<file path="src/rtl/spi_slave_pkg.sv">
// Shared types and constants for the parametrised SPI slave.
// Contents:
//   state_t      - slave FSM states
//   CMD_*        - 2-bit frame command codes, taken from the top two frame bits
package spi_slave_pkg;

    typedef enum logic [2:0] {
        IDLE,
        RX,
        WAIT_TX,
        TX,
        DONE
    } state_t;

    localparam logic [1:0] CMD_WR_ADDR = 2'b00;
    localparam logic [1:0] CMD_WR_DATA = 2'b01;
    localparam logic [1:0] CMD_RD_ADDR = 2'b10;
    localparam logic [1:0] CMD_RD_DATA = 2'b11;

endpackage

</file>
<file path="src/rtl/spi_tx_serializer.sv">
// MSB-first parallel-to-serial shifter that owns the MISO register.
// Ports:
//   clk, rst_n - clock, synchronous active-low reset
//   i_load     - capture i_data and present its MSB on the next cycle
//   i_shift    - present the next bit; after the last bit, drive 0
//   i_clear    - drop MISO to 0 and forget the word (abort)
//   i_data     - word to send
//   o_miso     - registered serial output
//   o_done     - the last bit is currently on o_miso (next shift ends the word)
module spi_tx_serializer #(
    parameter int unsigned DATA_W = 8
) (
    input  logic              clk,
    input  logic              rst_n,
    input  logic              i_load,
    input  logic              i_shift,
    input  logic              i_clear,
    input  logic [DATA_W-1:0] i_data,
    output logic              o_miso,
    output logic              o_done
);

    localparam int unsigned CntW = (DATA_W > 1) ? $clog2(DATA_W) : 1;

    logic [DATA_W-1:0] r_sh;
    logic [CntW-1:0]   r_cnt;   // bits still to present after the current one
    logic              r_miso;

    always_ff @(posedge clk) begin
        if (!rst_n) begin
            r_sh   <= '0;
            r_cnt  <= '0;
            r_miso <= 1'b0;
        end else if (i_clear) begin
            r_cnt  <= '0;
            r_miso <= 1'b0;
        end else if (i_load) begin
            r_miso <= i_data[DATA_W-1];
            r_sh   <= i_data << 1;
            r_cnt  <= CntW'(DATA_W - 1);
        end else if (i_shift) begin
            if (r_cnt != '0) begin
                r_miso <= r_sh[DATA_W-1];
                r_sh   <= r_sh << 1;
                r_cnt  <= r_cnt - 1'b1;
            end else begin
                r_miso <= 1'b0;
            end
        end
    end

    assign o_miso = r_miso;
    assign o_done = (r_cnt == '0);

endmodule

</file>
<file path="src/rtl/spi_slave_param.sv">
// Parametrised SPI slave front-end for the RAM subsystem. Receives
// {cmd[1:0], payload[DATA_W-1:0]} frames on MOSI (MSB first) and, for
// read-data commands, returns tx_data on MISO once tx_valid arrives.
// Ports:
//   clk, rst_n - system/SPI bit clock, synchronous active-low reset
//   SS_n       - slave select (active low), frame boundary; high aborts
//   MOSI       - serial data in
//   tx_valid   - tx_data valid (only honoured while waiting for read data)
//   tx_data    - RAM read data to send
//   MISO       - serial data out, 0 when idle
//   rx_data    - last received frame
//   rx_valid   - one-cycle strobe, rx_data updated by a valid frame
//   rd_pend    - read address accepted, read data not yet returned
//   err        - one-cycle strobe: read data without pending read, or timeout
module spi_slave_param
    import spi_slave_pkg::*;
#(
    parameter int unsigned DATA_W     = 8,
    parameter int unsigned TX_TIMEOUT = 16
) (
    input  logic              clk,
    input  logic              rst_n,
    input  logic              SS_n,
    input  logic              MOSI,
    input  logic              tx_valid,
    input  logic [DATA_W-1:0] tx_data,
    output logic              MISO,
    output logic [DATA_W+1:0] rx_data,
    output logic              rx_valid,
    output logic              rd_pend,
    output logic              err
);

    localparam int unsigned W       = DATA_W + 2;
    localparam int unsigned BitCntW = $clog2(W + 1);
    localparam int unsigned ToCntW  = $clog2(TX_TIMEOUT + 1);

    state_t             r_state;
    logic [BitCntW-1:0] r_bit_cnt;
    logic [ToCntW-1:0]  r_to_cnt;
    logic [W-2:0]       r_shift;
    logic [W-1:0]       r_rx_data;
    logic               r_rx_valid;
    logic               r_rd_pend;
    logic               r_err;

    logic [W-1:0] w_frame;
    logic [1:0]   w_cmd;
    logic         w_abort;
    logic         w_ser_load;
    logic         w_ser_shift;
    logic         w_ser_done;
    logic         w_miso;

    // Frame as it stands including the bit sampled on this edge.
    assign w_frame     = {r_shift, MOSI};
    assign w_cmd       = w_frame[W-1:W-2];
    assign w_abort     = (r_state != IDLE) && SS_n;
    assign w_ser_load  = (r_state == WAIT_TX) && !SS_n && tx_valid;
    assign w_ser_shift = (r_state == TX) && !SS_n;

    spi_tx_serializer #(
        .DATA_W (DATA_W)
    ) u_tx (
        .clk     (clk),
        .rst_n   (rst_n),
        .i_load  (w_ser_load),
        .i_shift (w_ser_shift),
        .i_clear (w_abort),
        .i_data  (tx_data),
        .o_miso  (w_miso),
        .o_done  (w_ser_done)
    );

    always_ff @(posedge clk) begin
        if (!rst_n) begin
            r_state    <= IDLE;
            r_bit_cnt  <= '0;
            r_to_cnt   <= '0;
            r_shift    <= '0;
            r_rx_data  <= '0;
            r_rx_valid <= 1'b0;
            r_rd_pend  <= 1'b0;
            r_err      <= 1'b0;
        end else begin
            r_rx_valid <= 1'b0;
            r_err      <= 1'b0;
            if (w_abort) begin
                // Abort beats every other transition; rd_pend is left alone.
                r_state   <= IDLE;
                r_bit_cnt <= '0;
                r_to_cnt  <= '0;
            end else begin
                unique case (r_state)
                    IDLE: begin
                        if (!SS_n) begin
                            r_state   <= RX;
                            r_bit_cnt <= '0;
                            r_to_cnt  <= '0;
                        end
                    end
                    RX: begin
                        r_shift <= w_frame[W-2:0];
                        if (r_bit_cnt != BitCntW'(W)) begin
                            r_bit_cnt <= r_bit_cnt + 1'b1;
                        end
                        if (r_bit_cnt == BitCntW'(W - 1)) begin
                            r_rx_data <= w_frame;
                            r_state   <= DONE;
                            unique case (w_cmd)
                                CMD_WR_ADDR, CMD_WR_DATA: r_rx_valid <= 1'b1;
                                CMD_RD_ADDR: begin
                                    r_rx_valid <= 1'b1;
                                    r_rd_pend  <= 1'b1;
                                end
                                CMD_RD_DATA: begin
                                    if (r_rd_pend) begin
                                        r_rx_valid <= 1'b1;
                                        r_to_cnt   <= '0;
                                        r_state    <= WAIT_TX;
                                    end else begin
                                        r_err <= 1'b1;
                                    end
                                end
                                default: r_state <= DONE;
                            endcase
                        end
                    end
                    WAIT_TX: begin
                        if (tx_valid) begin
                            r_state <= TX;
                        end else if (r_to_cnt >= ToCntW'(TX_TIMEOUT - 1)) begin
                            r_err   <= 1'b1;
                            r_state <= DONE;
                        end else begin
                            r_to_cnt <= r_to_cnt + 1'b1;
                        end
                    end
                    TX: begin
                        if (w_ser_done) begin
                            r_rd_pend <= 1'b0;
                            r_state   <= DONE;
                        end
                    end
                    DONE: r_state <= DONE;
                    default: r_state <= IDLE;
                endcase
            end
        end
    end

    assign MISO     = w_miso;
    assign rx_data  = r_rx_data;
    assign rx_valid = r_rx_valid;
    assign rd_pend  = r_rd_pend;
    assign err      = r_err;

endmodule

</file>
<file path="config.mk">
export PLATFORM = sky130hd
export DESIGN_NAME = spi_slave_param
export DESIGN_NICKNAME = d
export VERILOG_FILES = /design/src/rtl/spi_slave_pkg.sv /design/src/rtl/spi_tx_serializer.sv /design/src/rtl/spi_slave_param.sv
export SDC_FILE = /design/constraint.sdc
export NUM_CORES = 1
export LEC_CHECK = 0
export BUFFER_PORTS_ARGS = -buffer_cell sky130_fd_sc_hd__buf_2
export CORE_ASPECT_RATIO = 1.5
export CORE_MARGIN = 2
export CORE_UTILIZATION = 54
export CTS_BUF_LIST = sky130_fd_sc_hd__clkbuf_2 sky130_fd_sc_hd__clkbuf_4 sky130_fd_sc_hd__clkbuf_8
export CTS_CLUSTER_SIZE = 10
export DETAILED_ROUTE_END_ITERATION = 7
export PLACE_DENSITY = 0.78
export SLEW_MARGIN = 20
export SYNTH_ARGS = -nofsm -noshare
export SYNTH_HDL_FRONTEND = slang
export SYNTH_HIERARCHICAL = 1
export SYNTH_SLANG_ARGS = --single-unit
</file>
<file path="constraint.sdc">
create_clock -name clk -period 1.81 [get_ports clk]
set_input_delay 0.181 -clock clk [delete_from_list [all_inputs] [get_ports clk]]
set_output_delay 0.181 -clock clk [all_outputs]
set_load 0.01 [all_outputs]
</file>
==> results.ini, run 1 <==
[run_status]
status=finished, final reports clean

[clocking]
clk_pin_slew_ns=0.09
cts_tree=done
clockRootBuffer=clkbuf_8
holdBufCountCts=0
clock_latency_ns=0.30
numCtsBuffers=5
cts.sinks=45
clockBufferDepth=2
cts_htree_levels=2

[critical_path]
crit_type=flop to flop
cp_cell_sequence=or3b_4, nor3b_4, buf_6, mux2_2, nand2_1, mux2i_1
cp_data_required_time_ns=2.00
startpoint_type=flop
crit_slowest_cell=or3b_4
cpPeakStageDelay_ns=0.42
path_max_fanout=8
end_kind=flop
cp.arrival_ns=1.89

[finish]
nNetsFinal=316
diodes=0
stdcell_area_um2=2690
fill_cells=346
drive_above_1_share_pct=27.6
seqCellArea_um2=906
multiInputGateArea_um2=1250
syn2layout_area_growth_pct=18.1

[timing]
hold_viol=0
holdWs_ns=0.131
min_period_over_period_pct=94.2
finalMaxSlewViolations=0
fmax_mhz=586
worst_slack_ns=0.105
setup_violations=0
tightest_slew_ns=0.720
finalClockSkew_ns=0.00742
fin_crit_ns=1.71
slew_headroom_pct=51.9

[logic_synthesis]
seq_area_frac_synth_pct=39.6
syn_nets=273
yosys_warnings=6
synth_edf_count=0
synthTopCellsByArea=dfxtp_1, mux2i_1, nand2_1, ha_1, nor2_1
synth.distinct_cells=54
synth_ff_type=dfxtp_1
syn_area_um2=2280
synth.avg_cell_area_um2=9.00
async_reset_ff_share_pct=0
ys_ff_latch=45
postSynthCellCount=253
yosys.area.top_type=dfxtp_1
yosysTopAreaCellShare_pct=39.6

[global_routing]
grt_start_max_net_pins=21
first_global_vias=1918
track_usage_pct=20.6
grt_pass1_wl_um=7960
grt_overflow=0
grt_antenna_before_repair=0

[place]
place_ws_ns=0.0251
placed_area_um2=2550
gp_congestion=0.866
portBuffers=26
dp_hpwl_um=3350

[floorplanning]
rows=28
die_w_um=57.0
die-area_um2=4760
initial_utilization_pct=57.0
design.core.area_um2=3990
boundaryPins=27
die_y_um=83.5

[drt]
drtAntennaViolNets=0
post-route-drc-count=0
vias=1905
drt_wl_total_um=4570
drtIter0Drc=50
post_drt_wl_per_cell_um=13.4
routed_via_density=5.57
first_pass_iters=4

[power]
power.density_nw_per_um2=642
p_leak_nw=1.15
ir_drop_mv=0.491
power_mw=1.73

[run]
cap_violations=0

[worst_hold_path]
hold_path.class=primary input to flop

worst max-delay path, delay by kind of cell (launching register included):
| family | cells | cell delay, ns |
|---|---|---|
| simple gates | 3 | 0.71 |
| buf+inv | 1 | 0.17 |
| flops | 1 | 0.33 |
| mux | 2 | 0.39 |
flip-flops by register name, indices dropped and copies added (netlist names):
signal	count
err	1
r_bit_cnt	4
r_shift	9
r_state	3
r_to_cnt	5
rd_pend	1
rx_data	10
rx_valid	1
u_tx/o_miso	1
u_tx/r_cnt	3
u_tx/r_sh	7
through the flow:
step | utilization, % | std cells | setup TNS [ns]
2_1_floorplan | - | 253 | -0.0104
3_3_place_gp | 64.0 | 331 | 0
3_5_place_dp | 64.0 | 331 | 0
4_1_cts | 66.2 | 339 | 0
5_1_grt | 67.3 | 342 | -0.00251
6_report | 67.3 | 342 | 0
cells by family after synthesis:
kind of cell | after synthesis | synth area share (%)
AND/OR/NAND/NOR | 103 | 24.6
AO/OA/AOI/OAI | 45 | 14.5
flip-flops | 45 | 39.6
buffers and inverters | 29 | 6.65
multiplexers | 24 | 10.9
adder cells (fa/ha/maj) | 7 | 3.85
synthesized netlist by cell type (2+ instances only):
cell type,count
o31ai_1,3
nor3b_1,3
ha_1,7
mux2_2,5
o22ai_1,2
nor3_4,2
a21oi_1,13
mux2i_1,18
o31a_1,2
nor3_1,3
or3b_1,2
or3_1,3
nand2_1,36
buf_6,5
o21ai_1,2
nor2_1,23
and3_1,3
o21ai_0,3
dfxtp_1,45
nand3b_1,2
a211oi_1,5
and2_1,3
buf_2,4
nand2b_1,4
clkbuf_1,5
inv_1,15
o21a_1,2
nand3_1,7
where the power goes:
part	total (mW)	internal, mW	switching, mW
combinational	0.101	0.0387	0.0621
sequential	0.993	0.991	0.00244
clock	0.632	0.274	0.358
total	1.73	1.30	0.423
final timing paths:
check                            start                         to  slack, ns  cells after the start
min reg2reg  u_tx/r_sh[3]$_SDFFE_PN0P_  u_tx/r_sh[3]$_SDFFE_PN0P_       0.47                      2
min                               MOSI    rx_data[0]$_SDFFE_PN0P_       0.13                      3
max            r_state[0]$_SDFFE_PP0P_  u_tx/r_sh[7]$_SDFFE_PN0P_       0.10                      6
max reg2reg    r_state[0]$_SDFFE_PP0P_  u_tx/r_sh[7]$_SDFFE_PN0P_       0.10                      6
placed cells by master (no fill, tap or decap), types with 2 or more instances in the layout:
master,synthesis,routed
a211oi_1,5,5
ha_1,7,7
nor3_4,2,2
nor3b_1,3,2
nand3b_1,2,2
mux2i_1,18,18
or3b_4,0,2
o21a_1,2,2
nand3_1,7,7
inv_1,15,15
nor3_1,3,3
or3_1,3,3
a21oi_1,13,13
and3_1,3,3
nor2_2,1,2
buf_2,4,26
nand2_1,36,36
dfxtp_1,45,43
clkbuf_8,0,5
o22ai_1,2,2
o31a_1,2,2
mux2_2,5,4
mux2_4,0,2
buf_4,0,22
nor2_1,23,22
nand2b_1,4,4
o21ai_1,2,3
o21ai_0,3,2
o31ai_1,3,3
routing by layer:
metal  track usage (%)  vias to the layer above  wire [um]
met5                 0                        -          0
met4              9.30                        0        102
met3              3.57                        9        144
met2              37.2                       31       2350
met1              22.7                      894       1970
li1                  -                      971          -
what timing repair did:
item,in CTS,in global routing
buffers inserted,0,3
gates resized for setup,0,8
setup endpoints to repair,0,25
layout make-up:
type / instances / share of cell area [%]
timing repair buffer: 50 / 12.1
multi-input combinational: 179 / 46.6
sequential: 45 / 33.7
clock buffer: 5 / 2.56
clock inverter: 3 / 0.791
tap: 45 / 2.09
inverter: 15 / 2.09
Note: power is estimated with default switching activity, not from simulation.
==> inputs of run 2 (changes only) <==
--- a/config.mk
+++ b/config.mk
@@ -5,6 +5,7 @@
 export SDC_FILE = /design/constraint.sdc
 export NUM_CORES = 1
 export LEC_CHECK = 0
+export ABC_AREA = 1
 export BUFFER_PORTS_ARGS = -buffer_cell sky130_fd_sc_hd__buf_2
 export CORE_ASPECT_RATIO = 1.5
 export CORE_MARGIN = 2
@@ -12,6 +13,7 @@
 export CTS_BUF_LIST = sky130_fd_sc_hd__clkbuf_2 sky130_fd_sc_hd__clkbuf_4 sky130_fd_sc_hd__clkbuf_8
 export CTS_CLUSTER_SIZE = 10
 export DETAILED_ROUTE_END_ITERATION = 7
+export GPL_TIMING_DRIVEN = 0
 export PLACE_DENSITY = 0.78
 export SLEW_MARGIN = 20
 export SYNTH_ARGS = -nofsm -noshare
==> results.ini, run 2 <==
[run_status]
status=finished, final reports clean

[logic_synthesis]
syn_nets=347
yosys_warnings=6
synth_top_family_by_area=simple AND/OR/NAND/NOR gates
syn_area_um2=2310
synth_compound_area_share_pct=13.3
synthTopCellsByArea=dfxtp_1, nor2_1, nand2_1, o21ai_0, inv_1
yosysMostFrequentCell=nor2_1
postSynthCellCount=327
seq_area_frac_synth_pct=39.0
yosysTopAreaCellShare_pct=39.0
yosys.area_share.xor_xnor_pct=0.759
synthSimpleGateAreaFrac_pct=35.3
synth_edf_count=0
ys_ff_latch=45
yosys.area.top_type=dfxtp_1
synth_commonest_cells=nor2_1, nand2_1, dfxtp_1, inv_1, o21ai_0
synth.distinct_cells=33
synth_ff_type=dfxtp_1
async_reset_ff_share_pct=0
synth.avg_cell_area_um2=7.06
synthMuxAreaShare_pct=0
synthAdderAreaFrac_pct=3.79

[clocking]
numCtsBuffers=5
clockRootBuffer=clkbuf_8
cts_htree_levels=2
clockBufferDepth=2
clk_pin_slew_ns=0.09
cts_tree=done
cts.sinks=45
clock_latency_ns=0.31
holdBufCountCts=0

[critical_path]
crit_top_cell=nor2_1
crit_start=r_state[2]$_SDFFE_PP0P_
cp-endpoint=u_tx/r_sh[7]$_SDFFE_PN0P_
cp.arrival_ns=1.92
crit_slowest_cell=dfxtp_1
path_max_fanout=10
reg2reg_from=r_state[2]$_SDFFE_PP0P_
reg2reg_slack_ns=0.14
crit_cells=10
path_delay_family=simple AND/OR/NAND/NOR gates
startpoint_type=flop
r2r_cells=10
cp_cell_sequence=nor2_4, nand3_1, nor2_4, nor2_1, nor2_1, nand2_2, buf_6, nand2_1, nand2_1, nor2_1
cp_data_required_time_ns=2.06
cp_num_buf_inv=1
end_kind=flop
r2r_end=u_tx/r_sh[7]$_SDFFE_PN0P_
crit_type=flop to flop
cpPeakStageDelay_ns=0.43

[global_routing]
first_global_vias=2028
grt_pass1_wl_um=8360
grt_start_max_net_pins=16
track_usage_pct=21.5
grt_overflow=0
grt_antenna_before_repair=0

[timing]
tightest_slew_ns=0.396
hold_viol=0
fin_crit_ns=1.67
setup_tns_ns=0
min_period_over_period_pct=92.5
slew_headroom_pct=73.6
fmax_mhz=598
finalClockSkew_ns=0.0138
grt_setup_unrepaired=no
setup_violations=0
holdWs_ns=0.108
finalMaxSlewViolations=0

[floorplanning]
die_y_um=84.1
initial_utilization_pct=55.3
die-area_um2=4820
rows=29
boundaryPins=27
die_w_um=57.4
design.core.area_um2=4170

[drt]
post_drt_wl_per_cell_um=11.8
drt_wl_total_um=4810
drtAntennaViolNets=0
post-route-drc-count=0
drtIter0Drc=82
vias=2112
first_pass_iters=4
routed_via_density=5.18

[finish]
drive_above_1_share_pct=19.9
multiInputGateArea_um2=1240
diodes=0
largest_reg_flops=10
layout_commonest_cell=nor2_1
nNetsFinal=381
seqCellArea_um2=901
layout_common_cells=nor2_1, nand2_1, dfxtp_1, inv_1, buf_2
stdcell_area_um2=2630
fill_cells=404
syn2layout_area_growth_pct=13.9

[worst_hold_path]
hold_path.class=primary input to flop

[place]
dp_hpwl_um=3480
gp_congestion=0.860
portBuffers=26
placed_area_um2=2500

[power]
p_leak_nw=1.30
power_mw=3.30
power.density_nw_per_um2=1250
ir_drop_mv=0.898

[run]
cap_violations=0

## run 2: changes by cell type in the layout (fill, tap and decap cells not counted), moves of 4 or more
cell and delta:
a211oi_1 -5, buf_4 -21, inv_1 +14, inv_2 +7, mux2_2 -4, mux2i_1 -18
nand2_1 +20, nand2_2 +5, nand2b_1 -4, nand3_1 +14, nand4_1 +6, nor2_1 +47
nor2_4 +7, o21ai_0 +23
## run 2: area by class of cell
type | count | area share [%]
plain buffers | 6 | 1.52
clock buffers | 5 | 2.62
clock inverters | 3 | 1.67
inverters | 37 | 5.38
multi-input cells | 239 | 47.1
flip-flops and latches | 45 | 34.3
well taps | 46 | 2.19
repair buffers | 27 | 5.24
## run 2: layer usage
| metal | global-route usage, % | up-vias | share of wire [%] |
|---|---|---|---|
| li1 | - | 1115 | - |
| met1 | 24.1 | 957 | 43 |
| met4 | 9.73 | 0 | 2.0 |
| met2 | 38.0 | 32 | 52 |
| met3 | 3.88 | 8 | 3.5 |
| met5 | 0 | - | 0 |
## run 2: power breakdown
part	leakage (nW)	internal (mW)	switching, mW
clock network	0.0585	0.414	0.358
registers	0.365	1.12	0.136
logic	0.877	0.442	0.832
total	1.30	1.97	1.33
## run 2: repair_timing
item                       in CTS  in global routing
setup buffers                   1                  0
resized for setup               2                  1
pin swaps                       1                  0
setup endpoints to repair      10                  7
## run 2: cell families (layout without fill, tap and decap cells)
kind of cell             after synthesis  after routing
AO/OA/AOI/OAI                         52             52
buffers and inverters                 43             78
adder cells (fa/ha/maj)                7              7
XOR/XNOR                               2              2
flip-flops                            45             45
AND/OR/NAND/NOR                      178            178
## run 2: how the worst min path moves through the flow
stage	end	cells after the start	startpoint
after global placement	u_tx/r_sh[1]$_SDFFE_PN0P_	3	tx_data[0]
after floorplan	r_shift[0]$_SDFFE_PN0P_	2	MOSI
after detailed placement	u_tx/r_sh[1]$_SDFFE_PN0P_	3	tx_data[0]
after global routing	u_tx/r_sh[1]$_SDFFE_PN0P_	3	tx_data[0]
final	r_shift[0]$_SDFFE_PN0P_	3	MOSI
after CTS	r_shift[0]$_SDFFE_PN0P_	3	MOSI
## run 2: worst reg2reg max path, delay by kind of cell, from the launching register on
| kind | cells | cell delay (ns) |
|---|---|---|
| simple gates | 9 | 1.02 |
| flops | 1 | 0.43 |
| buf+inv | 1 | 0.15 |
## run 2: per-stage QoR
stage	utilization, %	cells	setup slack, ns
final	63.0	408	0.136
after global routing	63.0	408	0.00273
after CTS	62.9	408	0.0661
after detailed placement	59.8	399	-0.242
after global placement	59.8	399	-0.235
after floorplan	-	327	0.141
